==> config.mk <==
export PLATFORM = sky130hd
export DESIGN_NAME = uart_gen2
export DESIGN_NICKNAME = d
export VERILOG_FILES = /design/src/rtl/uart_gen2_pkg.sv /design/src/rtl/uart_gen2_fifo.sv /design/src/rtl/uart_gen2.sv
export SDC_FILE = /design/constraint.sdc
export NUM_CORES = 1
export LEC_CHECK = 0
export BUFFER_PORTS_ARGS = -buffer_cell sky130_fd_sc_hd__buf_2
export CORE_MARGIN = 4
export CORE_UTILIZATION = 45
export CTS_CLUSTER_DIAMETER = 50
export DETAILED_ROUTE_END_ITERATION = 7
export GPL_TIMING_DRIVEN = 0
export PLACE_DENSITY = 0.69
export SLEW_MARGIN = 20
export SYNTH_ARGS = -nofsm -noshare
export SYNTH_HDL_FRONTEND = slang
export SYNTH_SLANG_ARGS = --single-unit
export TNS_END_PERCENT = 50
==> constraint.sdc <==
create_clock -name clk -period 5.77 [get_ports clk]
set_clock_uncertainty 0.05 [all_clocks]
set_input_delay 0.577 -clock clk [delete_from_list [all_inputs] [get_ports clk]]
set_output_delay 0.577 -clock clk [all_outputs]
set_load 0.01 [all_outputs]
==> src/rtl/uart_gen2_pkg.sv <==
// uart_gen2_pkg: shared FSM encoding, parity modes and bit-timing constants
// for the uart_gen2 core.
package uart_gen2_pkg;

  // Shared by the TX and RX FSMs; ST_BREAK is only reachable on the RX side
  // when break detection is compiled in.
  typedef enum logic [2:0] {
    ST_IDLE   = 3'd0,
    ST_START  = 3'd1,
    ST_DATA   = 3'd2,
    ST_PARITY = 3'd3,
    ST_STOP   = 3'd4,
    ST_BREAK  = 3'd5
  } uart_state_e;

  localparam int PAR_NONE = 0;
  localparam int PAR_ODD  = 1;
  localparam int PAR_EVEN = 2;

  localparam int TICKS_PER_BIT = 8;
  localparam int SAMPLE_TICK   = 4;

  // Parity bit to transmit for zero-extended data under the given mode.
  function automatic logic parity_bit(input logic [8:0] data, input int mode);
    return (mode == PAR_ODD) ? ~(^data) : (^data);
  endfunction

endpackage

==> src/rtl/uart_gen2_fifo.sv <==
// uart_gen2_fifo: synchronous first-word-fall-through FIFO. The head word is
// visible on o_dout whenever o_empty is low; o_dout reads 0 when empty.
// A push into a full FIFO succeeds only when a pop happens in the same cycle.
module uart_gen2_fifo #(
  parameter int WIDTH = 8,
  parameter int DEPTH = 4
) (
  input  logic             clk,
  input  logic             rst_n,
  input  logic             i_push,
  input  logic [WIDTH-1:0] i_din,
  input  logic             i_pop,
  output logic [WIDTH-1:0] o_dout,
  output logic             o_full,
  output logic             o_empty
);

  localparam int AW = $clog2(DEPTH);

  logic [WIDTH-1:0] r_mem [DEPTH];
  logic [AW:0]      r_wptr, r_rptr;
  logic             w_do_push, w_do_pop;

  assign o_empty   = (r_wptr == r_rptr);
  assign o_full    = (r_wptr[AW] != r_rptr[AW]) && (r_wptr[AW-1:0] == r_rptr[AW-1:0]);
  assign w_do_pop  = i_pop && !o_empty;
  assign w_do_push = i_push && (!o_full || w_do_pop);
  assign o_dout    = o_empty ? '0 : r_mem[r_rptr[AW-1:0]];

  // Storage write; contents need no reset because o_dout is masked when empty.
  always_ff @(posedge clk) begin
    if (w_do_push) r_mem[r_wptr[AW-1:0]] <= i_din;
  end

  // Read/write pointers with one wrap bit to tell full from empty.
  always_ff @(posedge clk or negedge rst_n) begin
    if (!rst_n) begin
      r_wptr <= '0;
      r_rptr <= '0;
    end else begin
      if (w_do_push) r_wptr <= r_wptr + (AW+1)'(1);
      if (w_do_pop)  r_rptr <= r_rptr + (AW+1)'(1);
    end
  end

endmodule

==> src/rtl/uart_gen2.sv <==
// uart_gen2: parametrised UART core with an FWFT RX FIFO and sticky
// overrun/framing/parity flags. Core-side polarity: mark = 0, space = 1.
// Optional feature macro: UART_BREAK_DETECT_EN enables line-break detection
// on rxbreak; without it rxbreak is tied low and a break reads as a zero
// byte with a framing error.
//
// state     | meaning
// ST_IDLE   | line idle (mark), waiting for load (TX) or a space (RX)
// ST_START  | start bit: TX drives space, RX confirms it at the sample tick
// ST_DATA   | data bits, LSB first
// ST_PARITY | parity bit (only when PARITY != 0)
// ST_STOP   | stop bit(s): TX drives mark, RX samples the first one
// ST_BREAK  | RX only: line held at space, waiting for one bit of mark
module uart_gen2
  import uart_gen2_pkg::*;
#(
  parameter int DATABITS    = 8,
  parameter int CLKDIV      = 13,
  parameter int PARITY      = 0,
  parameter int STOPBITS    = 1,
  parameter int RXFIFODEPTH = 4
) (
  input  logic                clk,
  input  logic                rst_n,
  input  logic                cte1,
  input  logic                load,
  input  logic [DATABITS-1:0] d,
  output logic                txbusy,
  output logic                txpin,
  input  logic                rxpin,
  output logic                bitx8ce,
  input  logic                rd,
  output logic [DATABITS-1:0] q,
  output logic                rxvalid,
  output logic                rxoverrun,
  output logic                rxframeerr,
  output logic                rxparityerr,
  input  logic                clrerr,
  output logic                rxbreak
);

  localparam int PW = $clog2(CLKDIV);

  logic [PW-1:0] r_presc;
  logic          w_tick;

  assign w_tick  = cte1 && (r_presc == PW'(CLKDIV - 1));
  assign bitx8ce = w_tick;

  // 8x bit-rate prescaler, advancing only on enabled cycles.
  always_ff @(posedge clk or negedge rst_n) begin
    if (!rst_n)    r_presc <= '0;
    else if (cte1) r_presc <= w_tick ? '0 : r_presc + PW'(1);
  end

  uart_state_e         r_tx_state, w_tx_state_nxt;
  logic [2:0]          r_tx_tick, w_tx_tick_nxt;
  logic [3:0]          r_tx_cnt, w_tx_cnt_nxt;
  logic [DATABITS-1:0] r_tx_shift, w_tx_shift_nxt;
  logic                r_tx_par, w_tx_par_nxt, r_txpin, w_txpin_nxt, w_tx_bitend;

  // The tick counter counts down through each bit; wrapping 0 -> 7 reloads it.
  assign w_tx_bitend = w_tick && (r_tx_tick == 3'd0);
  assign txbusy      = (r_tx_state != ST_IDLE);
  assign txpin       = r_txpin;

  // TX next state; txpin is derived from the next state so the pad is registered.
  always_comb begin
    w_tx_state_nxt = r_tx_state;
    w_tx_tick_nxt  = w_tick ? r_tx_tick - 3'd1 : r_tx_tick;
    w_tx_cnt_nxt   = r_tx_cnt;
    w_tx_shift_nxt = r_tx_shift;
    w_tx_par_nxt   = r_tx_par;
    case (r_tx_state)
      ST_IDLE: if (load) begin
        w_tx_state_nxt = ST_START;
        w_tx_tick_nxt  = 3'(TICKS_PER_BIT - 1);
        w_tx_shift_nxt = d;
        w_tx_par_nxt   = parity_bit(9'(d), PARITY);
      end
      ST_START: if (w_tx_bitend) begin
        w_tx_state_nxt = ST_DATA;
        w_tx_cnt_nxt   = 4'(DATABITS - 1);
      end
      ST_DATA: if (w_tx_bitend) begin
        w_tx_shift_nxt = r_tx_shift >> 1;
        if (r_tx_cnt == 4'd0) begin
          w_tx_state_nxt = (PARITY != PAR_NONE) ? ST_PARITY : ST_STOP;
          w_tx_cnt_nxt   = 4'(STOPBITS - 1);
        end else begin
          w_tx_cnt_nxt = r_tx_cnt - 4'd1;
        end
      end
      ST_PARITY: if (w_tx_bitend) w_tx_state_nxt = ST_STOP;
      ST_STOP: if (w_tx_bitend) begin
        if (r_tx_cnt == 4'd0) w_tx_state_nxt = ST_IDLE;
        else                  w_tx_cnt_nxt   = r_tx_cnt - 4'd1;
      end
      default: w_tx_state_nxt = ST_IDLE;
    endcase
    case (w_tx_state_nxt)
      ST_START:  w_txpin_nxt = 1'b1;
      ST_DATA:   w_txpin_nxt = ~w_tx_shift_nxt[0];
      ST_PARITY: w_txpin_nxt = ~w_tx_par_nxt;
      default:   w_txpin_nxt = 1'b0;
    endcase
  end

  // TX state register.
  always_ff @(posedge clk or negedge rst_n) begin
    if (!rst_n) begin
      r_tx_state <= ST_IDLE;
      r_tx_tick  <= '0;
      r_tx_cnt   <= '0;
      r_tx_shift <= '0;
      r_tx_par   <= 1'b0;
      r_txpin    <= 1'b0;
    end else if (cte1) begin
      r_tx_state <= w_tx_state_nxt;
      r_tx_tick  <= w_tx_tick_nxt;
      r_tx_cnt   <= w_tx_cnt_nxt;
      r_tx_shift <= w_tx_shift_nxt;
      r_tx_par   <= w_tx_par_nxt;
      r_txpin    <= w_txpin_nxt;
    end
  end

  uart_state_e         r_rx_state, w_rx_state_nxt;
  logic [1:0]          r_rx_sync;
  logic [2:0]          r_rx_tick, w_rx_tick_nxt;
  logic [3:0]          r_rx_cnt, w_rx_cnt_nxt;
  logic [DATABITS-1:0] r_rx_shift, w_rx_shift_nxt;
  logic                r_rx_par, w_rx_par_nxt;
  logic                w_rx_space, w_rx_sample, w_rx_push, w_set_fe, w_set_pe;
`ifdef UART_BREAK_DETECT_EN
  logic                r_rx_brk, w_rx_brk_nxt;
  logic [3:0]          r_rx_mark, w_rx_mark_nxt;
`endif

  assign w_rx_space  = r_rx_sync[1];
  assign w_rx_sample = w_tick && (r_rx_tick == 3'(SAMPLE_TICK - 1));

  // RX next state; the tick counter restarts at the detected start edge.
  always_comb begin
    w_rx_state_nxt = r_rx_state;
    w_rx_tick_nxt  = w_tick ? r_rx_tick + 3'd1 : r_rx_tick;
    w_rx_cnt_nxt   = r_rx_cnt;
    w_rx_shift_nxt = r_rx_shift;
    w_rx_par_nxt   = r_rx_par;
    w_rx_push      = 1'b0;
    w_set_fe       = 1'b0;
    w_set_pe       = 1'b0;
`ifdef UART_BREAK_DETECT_EN
    w_rx_brk_nxt   = r_rx_brk;
    w_rx_mark_nxt  = r_rx_mark;
`endif
    case (r_rx_state)
      ST_IDLE: if (w_rx_space) begin
        w_rx_state_nxt = ST_START;
        w_rx_tick_nxt  = '0;
      end
      ST_START: if (w_rx_sample) begin
        w_rx_state_nxt = w_rx_space ? ST_DATA : ST_IDLE;
        w_rx_cnt_nxt   = '0;
      end
      ST_DATA: if (w_rx_sample) begin
        w_rx_shift_nxt = {~w_rx_space, r_rx_shift[DATABITS-1:1]};
        if (r_rx_cnt == 4'(DATABITS - 1))
          w_rx_state_nxt = (PARITY != PAR_NONE) ? ST_PARITY : ST_STOP;
        else
          w_rx_cnt_nxt = r_rx_cnt + 4'd1;
      end
      ST_PARITY: if (w_rx_sample) begin
        w_rx_par_nxt   = ~w_rx_space;
        w_rx_state_nxt = ST_STOP;
      end
      ST_STOP: if (w_rx_sample) begin
        w_rx_state_nxt = ST_IDLE;
`ifdef UART_BREAK_DETECT_EN
        if (w_rx_space && (r_rx_shift == '0) && !r_rx_par) begin
          w_rx_state_nxt = ST_BREAK;
          w_rx_mark_nxt  = '0;
        end else
`endif
        begin
          w_rx_push = 1'b1;
          w_set_fe  = w_rx_space;
          w_set_pe  = (PARITY != PAR_NONE) && (r_rx_par != parity_bit(9'(r_rx_shift), PARITY));
        end
      end
`ifdef UART_BREAK_DETECT_EN
      ST_BREAK: begin
        if (w_rx_space)  w_rx_mark_nxt = '0;
        else if (w_tick) w_rx_mark_nxt = r_rx_mark + 4'd1;
        // Raise the flag at the bit boundary that completes the all-space frame.
        if (w_tick && w_rx_space && (r_rx_tick == 3'(TICKS_PER_BIT - 1))) w_rx_brk_nxt = 1'b1;
        if (w_tick && !w_rx_space && (r_rx_mark == 4'(TICKS_PER_BIT - 1))) begin
          w_rx_brk_nxt   = 1'b0;
          w_rx_state_nxt = ST_IDLE;
        end
      end
`endif
      default: w_rx_state_nxt = ST_IDLE;
    endcase
  end

  // RX synchroniser and state register.
  always_ff @(posedge clk or negedge rst_n) begin
    if (!rst_n) begin
      r_rx_sync  <= '0;
      r_rx_state <= ST_IDLE;
      r_rx_tick  <= '0;
      r_rx_cnt   <= '0;
      r_rx_shift <= '0;
      r_rx_par   <= 1'b0;
`ifdef UART_BREAK_DETECT_EN
      r_rx_brk   <= 1'b0;
      r_rx_mark  <= '0;
`endif
    end else if (cte1) begin
      r_rx_sync  <= {r_rx_sync[0], rxpin};
      r_rx_state <= w_rx_state_nxt;
      r_rx_tick  <= w_rx_tick_nxt;
      r_rx_cnt   <= w_rx_cnt_nxt;
      r_rx_shift <= w_rx_shift_nxt;
      r_rx_par   <= w_rx_par_nxt;
`ifdef UART_BREAK_DETECT_EN
      r_rx_brk   <= w_rx_brk_nxt;
      r_rx_mark  <= w_rx_mark_nxt;
`endif
    end
  end

`ifdef UART_BREAK_DETECT_EN
  assign rxbreak = r_rx_brk;
`else
  assign rxbreak = 1'b0;
`endif

  logic w_pop, w_full, w_empty, w_set_ovr;
  logic r_ovr, r_fe, r_pe;

  assign w_pop       = rd && cte1;
  assign w_set_ovr   = w_rx_push && w_full && !w_pop;
  assign rxvalid     = !w_empty;
  assign rxoverrun   = r_ovr;
  assign rxframeerr  = r_fe;
  assign rxparityerr = r_pe;

  uart_gen2_fifo #(
    .WIDTH (DATABITS),
    .DEPTH (RXFIFODEPTH)
  ) u_rx_fifo (
    .clk     (clk),
    .rst_n   (rst_n),
    .i_push  (w_rx_push),
    .i_din   (w_rx_shift_nxt),
    .i_pop   (w_pop),
    .o_dout  (q),
    .o_full  (w_full),
    .o_empty (w_empty)
  );

  // Sticky error flags; a set wins over a simultaneous clear.
  always_ff @(posedge clk or negedge rst_n) begin
    if (!rst_n) begin
      r_ovr <= 1'b0;
      r_fe  <= 1'b0;
      r_pe  <= 1'b0;
    end else if (cte1) begin
      r_ovr <= (r_ovr && !clrerr) || w_set_ovr;
      r_fe  <= (r_fe  && !clrerr) || w_set_fe;
      r_pe  <= (r_pe  && !clrerr) || w_set_pe;
    end
  end

endmodule

==> results of run 1 <==
-- final timing paths --
kind | start | end | slack, ps | depth (start not counted)
worst max-delay path | u_rx_fifo.r_rptr[1]$_DFFE_PN0P_ | q[0] | 3170 | 5
worst min-delay path | rst_n | r_rx_shift[0]$_DFFE_PN0P_ | 200 | 1
worst max register to register | r_presc[0]$_DFFE_PN0P_ | u_rx_fifo.r_mem[3][6]$_DFFE_PP_ | 3230 | 7
worst min register to register | r_tx_shift[2]$_DFFE_PN0P_ | r_tx_shift[2]$_DFFE_PN0P_ | 440 | 2
max in group asynchronous | rst_n | u_rx_fifo.r_rptr[0]$_DFFE_PN0P_ | 5020 | 1
min in group clk | rxpin | r_rx_sync[0]$_DFFE_PN0P_ | 430 | 2
-- per-layer routing --
metal / wire length [um] / up-vias
met5: 0 / -
met4: 116 / 0
met3: 173 / 9
met2: 3490 / 33
met1: 3310 / 1259
li1: - / 1281
-- cells by family (layout without fill, tap and decap cells) --
| kind of cell | after synthesis | count (layout) | share of synthesized area [%] |
|---|---|---|---|
| other | 1 | 1 | 0.0910 |
| adders and majority gates | 14 | 14 | 4.25 |
| muxes | 30 | 30 | 10.4 |
| buffers and inverters | 29 | 74 | 3.04 |
| xor gates and xnor gates | 19 | 19 | 4.04 |
| and+or+nand+nor | 93 | 93 | 12.5 |
| DFF | 85 | 85 | 55.5 |
| AOI/OAI and AO/OA | 63 | 63 | 10.2 |
-- cell type report --
cell class	instances	area (um^2)
tap	108	135
inverter	19	71.3
clock inverter	7	81.3
fill	744	4200
sequential	85	2290
clock buffer	9	124
multi-input combinational	220	1710
buffer	10	53.8
timing repair buffer	29	148
-- power breakdown --
group | internal (mW) | total [mW] | switching (mW) | leakage, nW
clock network | 0.206 | 0.429 | 0.223 | 0.101
logic | 0.267 | 0.564 | 0.297 | 0.902
registers | 0.716 | 0.788 | 0.0715 | 0.990
total | 1.19 | 1.78 | 0.591 | 1.99
-- worst reg2reg max path: cells and delay by family (launching register included) --
| kind | cells | cell delay (ps) |
|---|---|---|
| AND/OR/NAND/NOR | 3 | 890 |
| AO/OA/AOI/OAI | 1 | 360 |
| flip-flops | 1 | 430 |
| buffers and inverters | 2 | 250 |
| adder cells (fa/ha/maj) | 1 | 220 |
-- layout by cell type (no fill, tap or decap), types with 2 or more instances in the layout --
cell / Yosys / routed
sky130_fd_sc_hd__a21oi_1: 3 / 3
sky130_fd_sc_hd__a22oi_1: 7 / 7
sky130_fd_sc_hd__a31oi_1: 3 / 3
sky130_fd_sc_hd__a32o_1: 2 / 2
sky130_fd_sc_hd__and2_1: 7 / 7
sky130_fd_sc_hd__buf_2: 4 / 32
sky130_fd_sc_hd__buf_4: 3 / 4
sky130_fd_sc_hd__clkbuf_1: 3 / 3
sky130_fd_sc_hd__clkbuf_8: 0 / 9
sky130_fd_sc_hd__clkinv_4: 0 / 2
sky130_fd_sc_hd__dfrtp_1: 53 / 53
sky130_fd_sc_hd__edfxtp_1: 32 / 32
sky130_fd_sc_hd__ha_1: 14 / 14
sky130_fd_sc_hd__inv_1: 19 / 19
sky130_fd_sc_hd__inv_6: 0 / 3
sky130_fd_sc_hd__mux2_2: 22 / 22
sky130_fd_sc_hd__mux4_2: 8 / 8
sky130_fd_sc_hd__nand2_1: 35 / 35
sky130_fd_sc_hd__nand2b_1: 7 / 7
sky130_fd_sc_hd__nand3_1: 3 / 3
sky130_fd_sc_hd__nor2_1: 12 / 12
sky130_fd_sc_hd__nor2b_1: 11 / 11
sky130_fd_sc_hd__nor3_1: 3 / 3
sky130_fd_sc_hd__nor4_1: 2 / 2
sky130_fd_sc_hd__o211ai_1: 2 / 2
sky130_fd_sc_hd__o21ai_0: 25 / 25
sky130_fd_sc_hd__o21bai_1: 4 / 4
sky130_fd_sc_hd__o2bb2ai_1: 2 / 2
sky130_fd_sc_hd__o31ai_1: 3 / 3
sky130_fd_sc_hd__or3b_1: 2 / 2
sky130_fd_sc_hd__xnor2_1: 11 / 11
sky130_fd_sc_hd__xor2_1: 8 / 8
-- state kept, by name, indices dropped and copies added, names as in the netlist --
| name | flops |
|---|---|
| r_tx_par | 1 |
| r_tx_cnt | 4 |
| r_rx_state | 3 |
| u_rx_fifo.r_mem | 32 |
| r_rx_cnt | 4 |
| rxframeerr | 1 |
| r_rx_shift | 8 |
| r_presc | 4 |
| rxoverrun | 1 |
| r_rx_tick | 3 |
| u_rx_fifo.r_rptr | 3 |
| r_tx_tick | 3 |
| u_rx_fifo.r_wptr | 3 |
| r_tx_state | 3 |
| rxparityerr | 1 |
| r_rx_sync | 2 |
| r_tx_shift | 8 |
| txpin | 1 |
-- metrics by stage --
step                      cells  hold slack, ps  area (um^2)
after floorplan             334             231         4120
after global placement      471             404         4400
after detailed placement    471             422         4400
after CTS                   487             228         4610
after global routing        487             271         4610
final                       487             198         4610
==> impl_summary.md, run 1 <==
Yosys
In the synthesized netlist, the cells that appear most often are sky130_fd_sc_hd__dfrtp_1, sky130_fd_sc_hd__nand2_1, sky130_fd_sc_hd__edfxtp_1. The Yosys step of the flow raised 0 warnings. The share of the yosys chip area belonging to registers is 55.5%.

The proportion of register bits with asynchronous set or reset after synthesis is 62.4%. The number of cells produced by synthesis is 334. In this run, distinct cell masters in the synthesized netlist total 53. In this run the cell area of the synthesized design comes to 4120 um^2.

Counting every net in the synthesized netlist gives 363. The most used flip-flop cell after synthesis is sky130_fd_sc_hd__dfrtp_1. The share of synthesized area in the top cell type comes to 32.2%. By area the synthesized netlist is led by sky130_fd_sc_hd__dfrtp_1, sky130_fd_sc_hd__edfxtp_1, sky130_fd_sc_hd__mux2_2. Synthesis inferred 85 register bits. The average instance area after synthesis is 12.3 um^2. In this run, synthesis inferred 32 flip-flops with an integrated enable. Summed over all instances, the cell type with the most area after synthesis is sky130_fd_sc_hd__dfrtp_1. The most frequent cell after synthesis is sky130_fd_sc_hd__dfrtp_1.

Floorplanning
The die covers 10800 um^2. The placement row count is 34. The die width is 104 um. From bottom edge to top edge, the die measures 104 um. In this run the count of I/O pins placed on the die edge is 31. The placeable core region is 8810 um^2. The initial core utilization is 46.8%.

GRT
The number of antenna violations at the first check in global routing came to 0. The first-pass GRT wire length is 12200 um. For met3 alone, demand over resource in global routing was 3.11%. The most used routing layer in global routing is met2. The total overflow left after global routing is 0. The largest net degree at the start of global routing is 54.

The met2 track demand over resource in global routing is 22.3%. For met1 alone, demand over resource in global routing was 18.8%. Global routing used 14.0% of the available tracks across all layers.

The number of global-route vias before repair was 2522.

Clock tree
Counting every sink on the clock net gives 85. The clock-pin slew reported for the worst setup and hold paths after clock tree synthesis is 80 ps. The number of buffers between clock root and the deepest sink is 2. The source-to-sink clock delay at the later pin of the worst-skew pair is 350 ps. The number of gates resized after CTS is 0. Clock tree synthesis selected as its root buffer the cell sky130_fd_sc_hd__clkbuf_8.

Buffers inserted during clock tree synthesis total 9. Hold repair after CTS inserted 0 buffers. TritonCTS built the clock tree. The number of H-tree branching levels is 3. The post-CTS setup buffer count is 0.

Route
After detailed routing, the number of vias per cell comes to 5.30. The final route contains 2582 vias. The count of nets left with antenna violations once routing finished came out at 0. The post-route DRC violation count is 0.

The detailed router finished its first iteration with 90 violations. Wires add up to 7090 um. The pre-antenna-repair detailed-routing pass consisted of 4 iterations. After detailed routing, the average wire length per cell comes to 14.6 um.

Power and ir drop
The power density over the cells is 386 nW/um^2. The overall power consumption is 1.78 mW. The total leakage power is 1.99 nW. The worst ir drop on vdd is 0.000165 V.

STA
In this run the tightest slew margin relative to its limit is 55.4%. The pin slew with the least headroom to its limit is 669 ps. The timing-limited maximum frequency is 385 MHz. Setup violations remaining at the end of the flow were counted as 0.

The number of hold violations in the final report is 0. Setup repair after global routing left no endpoint under its margin. The count of pins over their slew limit is 0. The worst path needs 2600 ps of the cycle, external delays included.

Once routing completed, OpenROAD measured the worst setup slack at 3170 ps. The final critical-path share of the clock period is 45.0%. Summed over all failing endpoints, the final setup total negative slack is 0 ps.

Outcome
The flow ran to the end, and the final reports show no timing, DRC or antenna violations.

Setup path
The signal on the critical path passes through buf_2 -> xor2_1 -> nor3_2 -> nor2b_1 -> buf_2. On the worst path, the slowest cell contributes a delay of 550 ps. The maximum fanout count along the critical path is 10. The family with the most delay on the worst path is simple AND/OR/NAND/NOR gates.

The type of element launching the critical path is a flop. The type of element capturing the critical path is an output pin. The slowest stage of the critical path belongs to the cell sky130_fd_sc_hd__nor3_2. The worst path required time is 5140 ps.

Data on the critical path arrives at its endpoint at 1970 ps. The most used cell along the critical path is sky130_fd_sc_hd__buf_2. The critical path in this run is classified as flop to output pin.

The number of buffers and inverters on the critical path is 2.

Finish
The final-stage net count is 403. Of the cells placed in the final design, the portion with a size suffix greater than 1 is 23.5%. Compared with the post-synthesis result, the final layout area differs by 11.8%. The diode insertion count for antenna repair is 0. Cells fill 52.3% of the core in the end.

Run
Max-cap violations in this run came to 0.

Place
The worst setup timing slack at the placement stage is 3220 ps. The routability congestion estimate from global placement is 0.829. The post-DP HPWL is 5020 um. The count of port buffers added during placement is 29.

Worst hold path
The type of the tightest min-delay check is input port to asynchronous set/reset pin.
Note: power is estimated with default switching activity, not from simulation.
==> inputs of run 2 (changes only) <==
==> constraint.sdc (replaced) <==
create_clock -name clk -period 2.57 [get_ports clk]
set_clock_uncertainty 0.05 [all_clocks]
set_input_delay 0.257 -clock clk [delete_from_list [all_inputs] [get_ports clk]]
set_output_delay 0.257 -clock clk [all_outputs]
set_load 0.01 [all_outputs]
==> run 2 against run 1 <==
  * Sequential share of layout area fell by 0.25 points
  * First-iteration DRC count rose by 1.1%
  * Total power rose by 120%
  * Register-to-register slack got worse by 3000 ps
  * Combinational power rose by 130%
  * Sequential cell count did not move
  * Cell count rose by 0.21%
==> impl_summary.md, run 2 (same netlist as run 1, synthesis figures left out) <==
Setup path
The worst path required time is 2560 ps (-2580 ps). The depth of the most critical reg-to-reg path is 7 (unchanged). The type of element capturing the critical path is a flop. The number of buffer and inverter instances along the worst setup path is 2 (unchanged). The most used cell along the critical path is sky130_fd_sc_hd__inv_1.

The kind of critical path is flop to flop. In this run the critical register-to-register path is launched from r_presc[0]$_DFFE_PN0P_. The total number of cells along the worst setup path is 7 (+2).

The type of element launching the critical path is a flop. The data arrival time of the critical path is 2360 ps (+390 ps). Walking the worst path, the cells encountered are inv_1 -> ha_1 -> nand4_4 -> inv_1 -> nand4_1 -> a31oi_4 -> and2_2.

The stage delay of the slowest cell on the critical path was 430 ps (-120 ps). The worst setup path endpoint is u_rx_fifo.r_mem[3][6]$_DFFE_PP_. The maximum fanout count along the critical path is 9 (-1).

The reg-to-reg endpoint is u_rx_fifo.r_mem[3][6]$_DFFE_PP_. In this design, the largest share of critical-path delay is due to simple AND/OR/NAND/NOR gates. The slowest stage cell on the critical path is sky130_fd_sc_hd__dfrtp_1.

The critical path starts at r_presc[0]$_DFFE_PN0P_. The internal reg-to-reg setup slack is 200 ps (-3030 ps).

Place
The post-DP HPWL is 5020 um (unchanged). The routability congestion estimate from global placement is 0.829 (unchanged). The worst setup timing slack at the placement stage is 17.5 ps (-3200 ps).

The count of port buffers added during placement is 29 (unchanged).

Route
The aggregate routed wire length is 7100 um (+0.20%). The routed via count divided by cell count came to 5.28 (-0.32%). The first-pass detailed-route iteration total came to 4 (unchanged). The final antenna-violating net count is 0 (unchanged).

The number of vias after detailed routing is 2579 (-0.12%). The post-route DRC violation count is 0 (unchanged). The number of design-rule violations left by the first detailed-router iteration was 91 (+1.1%). The routed wirelength normalized by instance count is 14.6 um (about the same).

Clock tree
TritonCTS built the clock tree. The number of buffers created by CTS is 9 (unchanged). The number of buffers between clock root and the deepest sink was 2 (unchanged). The source-to-sink clock delay at the later pin of the worst-skew pair is 350 ps (about the same). The clock-pin slew reported for the worst setup and hold paths after clock tree synthesis came to 80 ps (about the same). The TritonCTS sink count is 85 (unchanged). The root buffer selected by CTS is sky130_fd_sc_hd__clkbuf_8. The number of H-tree branching levels was 3 (unchanged).

Finish
The final-stage net count is 404 (+0.25%). The diode insertion count for antenna repair is 0 (unchanged). The area growth from synthesis to layout is 12.4%.

The fraction of final layout cells sized beyond drive strength 1 is 24.5% (+0.99 points). Leaving out fill and tap cells, the most frequent cells in the layout are sky130_fd_sc_hd__dfrtp_1, sky130_fd_sc_hd__nand2_1, sky130_fd_sc_hd__buf_2, sky130_fd_sc_hd__edfxtp_1, sky130_fd_sc_hd__o21ai_0. The number of flip-flops under the largest register name is 32 (unchanged). Leaving out fill and tap cells, the most frequent cell in the layout is sky130_fd_sc_hd__dfrtp_1.

STA
The worst slew margin relative to its limit is 55.0% (-0.37 points). Based on the critical path, the design can be clocked at up to 422 MHz. The number of hold violations in the final report is 0 (unchanged). The summed negative setup slack over all endpoints is 0 ps (unchanged). The pin slew with the least headroom to its limit is 675 ps (+5.54 ps). The number of setup violations in the final report is 0 (unchanged). Setup repair after global routing left no endpoint under its margin. The final period demand of the worst path is 2370 ps. The minimum setup slack in the final design is 200 ps (-2970 ps).

After layout, the worst path uses 92.2% of the clock period. The count of pins over their slew limit is 0 (unchanged).

GRT
The first-pass GRT wire length came to 12200 um (+0.34%). The number of global-route vias before repair is 2532 (+0.40%). The combined global-route utilization of all metal layers was 14.1% (+0.040 points). The total congestion overflow is 0 (unchanged).

The number of antenna violations at the first check in global routing is 0 (unchanged). The largest net degree at the start of global routing is 54 (unchanged).

Power and ir drop
The total leakage power is 2.00 nW (+0.39%). The power density over the cells was 864 nW/um^2 (+120%). The worst ir drop on vdd is 0.000366 V (+120%).

Run
The number of violations of the max-capacitance limit is 0 (unchanged).

Floorplanning
The full die area is 10800 um^2 (unchanged). The vertical extent of the die is 104 um (unchanged). The top-level port count was 31 (unchanged). The placeable core region is 8810 um^2 (unchanged).

The initial core utilization was 46.8% (unchanged). The die width is 104 um (unchanged). The placement row count came to 34 (unchanged).

Worst hold path
The path class of the tightest hold or removal check is input port to flop.

Outcome
The flow ran to the end, and the final reports show no timing, DRC or antenna violations.
run 2: worst min-delay path by stage:
stage,cells after the start,end,slack [ps],startpoint
floorplan,0,r_presc[0]$_DFFE_PN0P_,-90,rst_n
global placement,2,r_tx_shift[0]$_DFFE_PN0P_,400,r_tx_shift[0]$_DFFE_PN0P_
detailed placement,1,r_rx_cnt[0]$_DFFE_PN0P_,300,rst_n
CTS,2,r_rx_sync[0]$_DFFE_PN0P_,90,rxpin
global route,2,r_rx_sync[0]$_DFFE_PN0P_,90,rxpin
finish,2,r_rx_sync[0]$_DFFE_PN0P_,110,rxpin
run 2: timing repair:
item	4_1_cts	5_1_grt
gates resized for setup	1	5
setup buffers	0	0
hold endpoints to repair	53	0
endpoints found under the setup margin	8	30
hold buffers	1	0
run 2: metrics by stage:
step                      cells  utilization (%)  area [um^2]  hold slack (ps)  power, mW
final                       488             52.6         4630              105       4.00
after global routing        488             52.6         4630             94.4       4.30
after global placement      471             50.0         4400              404       3.04
after floorplan             334                -         4120            -88.6       2.73
after CTS                   488             52.5         4620             89.5       4.05
after detailed placement    471             50.0         4400              298       3.08
run 2: routing by layer:
metal / part of all wire (%) / vias to the layer above / GRT usage [%]
met5: 0 / - / 0
li1: - / 1285 / -
met4: 1.6 / 0 / 5.70
met2: 49 / 30 / 22.4
met1: 47 / 1255 / 18.8
met3: 2.3 / 9 / 3.11
run 2: power by group:
group          total [mW]  switching, mW  leakage, nW  internal (mW)
sequential           1.77          0.160        0.990           1.61
clock               0.962          0.500        0.101          0.463
combinational        1.27          0.672        0.910          0.601
total                4.00           1.33         2.00           2.67
run 2: worst reg2reg max path, cell delays in order (launching register included):
cell and delay (ps):
sky130_fd_sc_hd__dfrtp_1 430, sky130_fd_sc_hd__inv_1 100, sky130_fd_sc_hd__ha_1 220, sky130_fd_sc_hd__nand4_4 210, sky130_fd_sc_hd__inv_1 150, sky130_fd_sc_hd__nand4_1 250
sky130_fd_sc_hd__a31oi_4 310, sky130_fd_sc_hd__and2_2 350
run 2: layout make-up:
cell class | instances | area, um^2
Clock inverter | 7 | 81.3
Buffer | 10 | 53.8
Fill cell | 739 | 4170
Clock buffer | 9 | 124
Sequential cell | 85 | 2290
Multi-Input combinational cell | 220 | 1720
Tap cell | 108 | 135
Inverter | 19 | 71.3
Timing Repair Buffer | 30 | 158
==> inputs of run 3 (changes only) <==
--- a/config.mk
+++ b/config.mk
@@ -11,9 +11,10 @@
 export CTS_CLUSTER_DIAMETER = 50
 export DETAILED_ROUTE_END_ITERATION = 7
 export GPL_TIMING_DRIVEN = 0
-export PLACE_DENSITY = 0.69
+export PLACE_DENSITY = 0.68
 export SLEW_MARGIN = 20
 export SYNTH_ARGS = -nofsm -noshare
 export SYNTH_HDL_FRONTEND = slang
+export SYNTH_HIERARCHICAL = 1
 export SYNTH_SLANG_ARGS = --single-unit
 export TNS_END_PERCENT = 50
==> run 3 against run 2 <==
  * Worst hold slack worse by 16 ps
  * Sequential share of layout area is 1.0 points lower
  * Global-route usage is 0.62 points higher
  * Critical path depth is 2 higher
  * Highest routed layer unchanged
  * Fmax is 1.5% lower
==> impl_summary.md, run 3 <==
Outcome
The flow ran to the end, and the final reports show no timing, DRC or antenna violations.

Route
The first-pass detailed-route iteration total came to 4 (unchanged). The post-route DRC violation count came to 0 (unchanged). The number of vias after detailed routing is 2722 (+5.5%). The aggregate routed wire length was 7600 um (+7.0%). The routed via count divided by cell count came to 5.43 (+2.8%). The number of design-rule violations left by the first detailed-router iteration is 87 (-4.4%). The final antenna-violating net count is 0 (unchanged). The routed wirelength normalized by instance count is 15.2 um (+4.3%).

Yosys
The compound-gate portion of the synthesized area is 11.9% (+1.7 points). The commonest cells after synthesis are sky130_fd_sc_hd__dfrtp_1, sky130_fd_sc_hd__edfxtp_1, sky130_fd_sc_hd__nand2_1. The largest total area in the synthesized netlist belongs to sky130_fd_sc_hd__dfrtp_1. The number of flops mapped to enable cells by yosys is 32 (unchanged).

After synthesis, the largest family of logic cells by area is simple AND/OR/NAND/NOR gates. The share of the yosys chip area belonging to registers was 53.8% (-1.7 points). The mux cell area share after synthesis is 10.3% (-0.11 points). The number of cells produced by synthesis came to 344 (+3.0%).

The fraction of synthesized cell area taken by the top area cell type is 31.2% (-0.97 points). The Yosys warning count came to 6 (+6). The average instance area after synthesis is 12.4 um^2 (about the same).

The proportion of register bits with asynchronous set or reset after synthesis is 62.4% (unchanged). The most common flop cell mapped by yosys is sky130_fd_sc_hd__dfrtp_1. The total nets after synthesis is 373 (+2.8%). The area share of fa/ha/maj cells after synthesis is 4.12% (-0.13 points). The post-synthesis share of cell area spent on and, or, nand and nor gates came to 12.1% (-0.40 points). The most frequent cell after synthesis is sky130_fd_sc_hd__dfrtp_1.

The synthesized-area fraction occupied by xor and xnor cells is 4.33% (+0.29 points). The count of distinct cell types in the synthesized netlist was 68 (+28%). The post-synthesis instance area came to 4250 um^2 (+3.1%).

The number of flip-flops and latches in the synthesized netlist is 85 (unchanged). Yosys attributes the largest share of cell area to sky130_fd_sc_hd__dfrtp_1, sky130_fd_sc_hd__edfxtp_1, sky130_fd_sc_hd__mux2_2.

Finish
The core utilization of the finished layout is 51.5% (-1.2 points). The number of flip-flops under the largest register name came to 32 (unchanged). The fill cell instance count of the final layout is 804 (+8.8%). The final-stage net count is 414 (+2.5%). In the layout the commonest cells are sky130_fd_sc_hd__dfrtp_1, sky130_fd_sc_hd__edfxtp_1, sky130_fd_sc_hd__buf_2. Compared with the post-synthesis result, the final layout area differs by 11.4%. The fraction of final layout cells sized beyond drive strength 1 is 25.9% (+1.4 points). The diode insertion count for antenna repair is 0 (unchanged). The library cell used most frequently in the layout, excluding fill and tap cells, is sky130_fd_sc_hd__dfrtp_1.

Run
The number of violations of the max-capacitance limit was 0 (unchanged).

Place
The count of port buffers added during placement is 29 (unchanged). The post-DP HPWL is 5430 um (+8.2%). The worst setup timing slack at the placement stage is -44.5 ps (-62.0 ps).

The routability congestion estimate from global placement was 0.792 (-4.5%).

Clock tree
The number of H-tree branching levels is 3 (unchanged). The number of buffers created by CTS came to 9 (unchanged). The root buffer selected by CTS is sky130_fd_sc_hd__clkbuf_8.

The post-CTS setup buffer count is 0 (unchanged). The source-to-sink clock delay at the later pin of the worst-skew pair is 350 ps (about the same). The TritonCTS sink count is 85 (unchanged). The number of buffers between clock root and the deepest sink is 2 (unchanged).

TritonCTS built the clock tree. The clock-pin slew reported for the worst setup and hold paths after clock tree synthesis is 80 ps (about the same).

Setup path
Traced cell by cell, the critical path runs through inv_1 -> ha_1 -> nand4_2 -> inv_2 -> and2_2 -> and3_2 -> and2_1 -> o41ai_2 -> inv_2. The stage delay of the slowest cell on the critical path is 430 ps (about the same). The type of element capturing the critical path is a flop.

The number of buffer and inverter instances along the worst setup path is 3 (+1). The worst setup path is of the flop to flop kind. The slowest stage cell on the critical path is sky130_fd_sc_hd__dfrtp_1.

The maximum fanout count along the critical path is 8 (-1). Broken down by cell family, the worst path's largest delay share belongs to simple AND/OR/NAND/NOR gates. The type of element launching the critical path is a flop. The worst path required time is 2570 ps (about the same).

In this design, the critical path's most frequently occurring cell is sky130_fd_sc_hd__inv_2. The data arrival time of the critical path is 2400 ps (+40 ps).

Power and ir drop
The worst ir drop on vdd is 0.000442 V (+21%). The overall power consumption was 3.31 mW (-17%). The total leakage power came to 2.00 nW (+0.14%). The power density over the cells is 700 nW/um^2 (-19%).

Floorplanning
The top-level port count is 31 (unchanged). The placeable core region is 9200 um^2 (+4.4%). The initial core utilization is 46.2% (-0.60 points). The die width came to 105 um (+1.4%). The placement row count is 35 (+2.9%). The full die area is 11100 um^2 (+2.9%).

The vertical extent of the die is 105 um (+1.4%).

GRT
The first-pass GRT wire length is 13100 um (+6.6%). The combined global-route utilization of all metal layers is 14.7% (+0.62 points). The number of antenna violations at the first check in global routing is 0 (unchanged). The largest net degree at the start of global routing is 54 (unchanged). The number of global-route vias before repair is 2845 (+12%). The total congestion overflow is 0 (unchanged).

Worst hold path
The type of the tightest min-delay check is input port to flop.

STA
The final period demand of the worst path is 2410 ps (+36.1 ps). The minimum setup slack in the final design is 164 ps (-36.1 ps). The number of setup violations in the final report is 0 (unchanged). The final critical-path share of the clock period came to 93.6% (+1.4 points). The count of pins over their slew limit was 0 (unchanged). The pin slew with the least headroom to its limit is 670 ps (-4.94 ps). The timing-limited maximum frequency is 416 MHz (-1.5%). The worst slew margin relative to its limit is 55.3% (+0.33 points). Setup repair after global routing left no endpoint under its margin.

The number of hold violations in the final report was 0 (unchanged).
[run 3: changes by cell type in the layout (fill, tap and decap cells not counted), moves of 3 or more]
| cell | delta |
|---|---|
| sky130_fd_sc_hd__and2_2 | -3 |
| sky130_fd_sc_hd__nand2_1 | -9 |
| sky130_fd_sc_hd__o21bai_1 | -3 |
| sky130_fd_sc_hd__nor3_1 | +3 |
| sky130_fd_sc_hd__xnor2_1 | +3 |
| sky130_fd_sc_hd__a21oi_1 | +3 |
| sky130_fd_sc_hd__and3_2 | +4 |
| sky130_fd_sc_hd__mux2_2 | -4 |
| sky130_fd_sc_hd__mux2_1 | +3 |
| sky130_fd_sc_hd__o21ai_0 | -6 |
| sky130_fd_sc_hd__o2bb2ai_1 | +5 |
| sky130_fd_sc_hd__xor2_1 | -6 |
[run 3: layer usage]
metal  global-route usage (%)  routed length (um)  share of wire, %
met3                     3.77                 232               3.1
met2                     26.4                4030                53
met4                     5.15                  56              0.74
met1                     16.8                3280                43
met5                        0                   0                 0
[run 3: cell type report]
type,instances,area (um^2),area share (%)
Sequential cell,85,2290,48.3
Multi-Input combinational cell,227,1820,38.6
Timing Repair Buffer,30,158,3.33
Tap cell,111,139,2.93
Clock buffer,9,124,2.62
Inverter,20,75.1,1.59
Buffer,12,67.6,1.43
Clock inverter,7,57.6,1.22
[run 3: cell families after synthesis]
logic type	count (synthesis)
AND/OR/NAND/NOR	93
adder cells (fa/ha/maj)	14
multiplexers	31
AO/OA/AOI/OAI	70
XOR/XNOR	18
flip-flops	85
other	1
buffers and inverters	32
[run 3: worst reg2reg max path, cell delays in order, from the launching register on]
cell and delay [ps]:
sky130_fd_sc_hd__dfrtp_1 430, sky130_fd_sc_hd__inv_1 90, sky130_fd_sc_hd__ha_1 200, sky130_fd_sc_hd__nand4_2 260, sky130_fd_sc_hd__inv_2 140, sky130_fd_sc_hd__and2_2 210
sky130_fd_sc_hd__and3_2 280, sky130_fd_sc_hd__and2_1 160, sky130_fd_sc_hd__o41ai_2 90, sky130_fd_sc_hd__inv_2 200
[run 3: per-stage QoR]
stage / setup TNS [ps] / cell area (um^2) / hold slack (ps) / std cells
after floorplan: 0 / 4250 / -88.6 / 344
after detailed placement: -442 / 4540 / 297 / 484
after CTS: 0 / 4730 / 67.8 / 501
after global routing: 0 / 4730 / 77.8 / 501
final: 0 / 4730 / 89.5 / 501
after global placement: -241 / 4530 / 410 / 484
[run 3: path summary, 6_finish.rpt]
| check | startpoint | endpoint | slack (ps) | cells after the start |
|---|---|---|---|---|
| worst max-delay path | r_presc[0]$_DFFE_PN0P_ | u_rx_fifo/r_mem[3][1]$_DFFE_PP_ | 160 | 9 |
| worst min-delay path | rxpin | r_rx_sync[0]$_DFFE_PN0P_ | 90 | 2 |
| worst max register to register | r_presc[0]$_DFFE_PN0P_ | u_rx_fifo/r_mem[3][1]$_DFFE_PP_ | 160 | 9 |
| min in group asynchronous | rst_n | r_tx_shift[4]$_DFFE_PN0P_ | 420 | 2 |
| worst min register to register | r_rx_cnt[3]$_DFFE_PN0P_ | r_rx_cnt[3]$_DFFE_PN0P_ | 440 | 1 |
| max in group asynchronous | rst_n | r_tx_state[0]$_DFFE_PN0P_ | 1590 | 2 |
[run 3: power by group]
| group | internal (mW) | switching, mW | total, mW | leakage (nW) |
|---|---|---|---|---|
| Combinational | 0.320 | 0.427 | 0.747 | 0.932 |
| Clock | 0.364 | 0.503 | 0.868 | 0.0881 |
| Sequential | 1.57 | 0.130 | 1.70 | 0.983 |
[run 3: repair_timing]
action | 4_1_cts | 5_1_grt
pin swaps | 0 | 0
hold endpoints to repair | 53 | 0
hold buffers | 1 | 0
gates cloned | 0 | 0
resized for setup | 1 | 5
endpoints found under the setup margin | 8 | 36
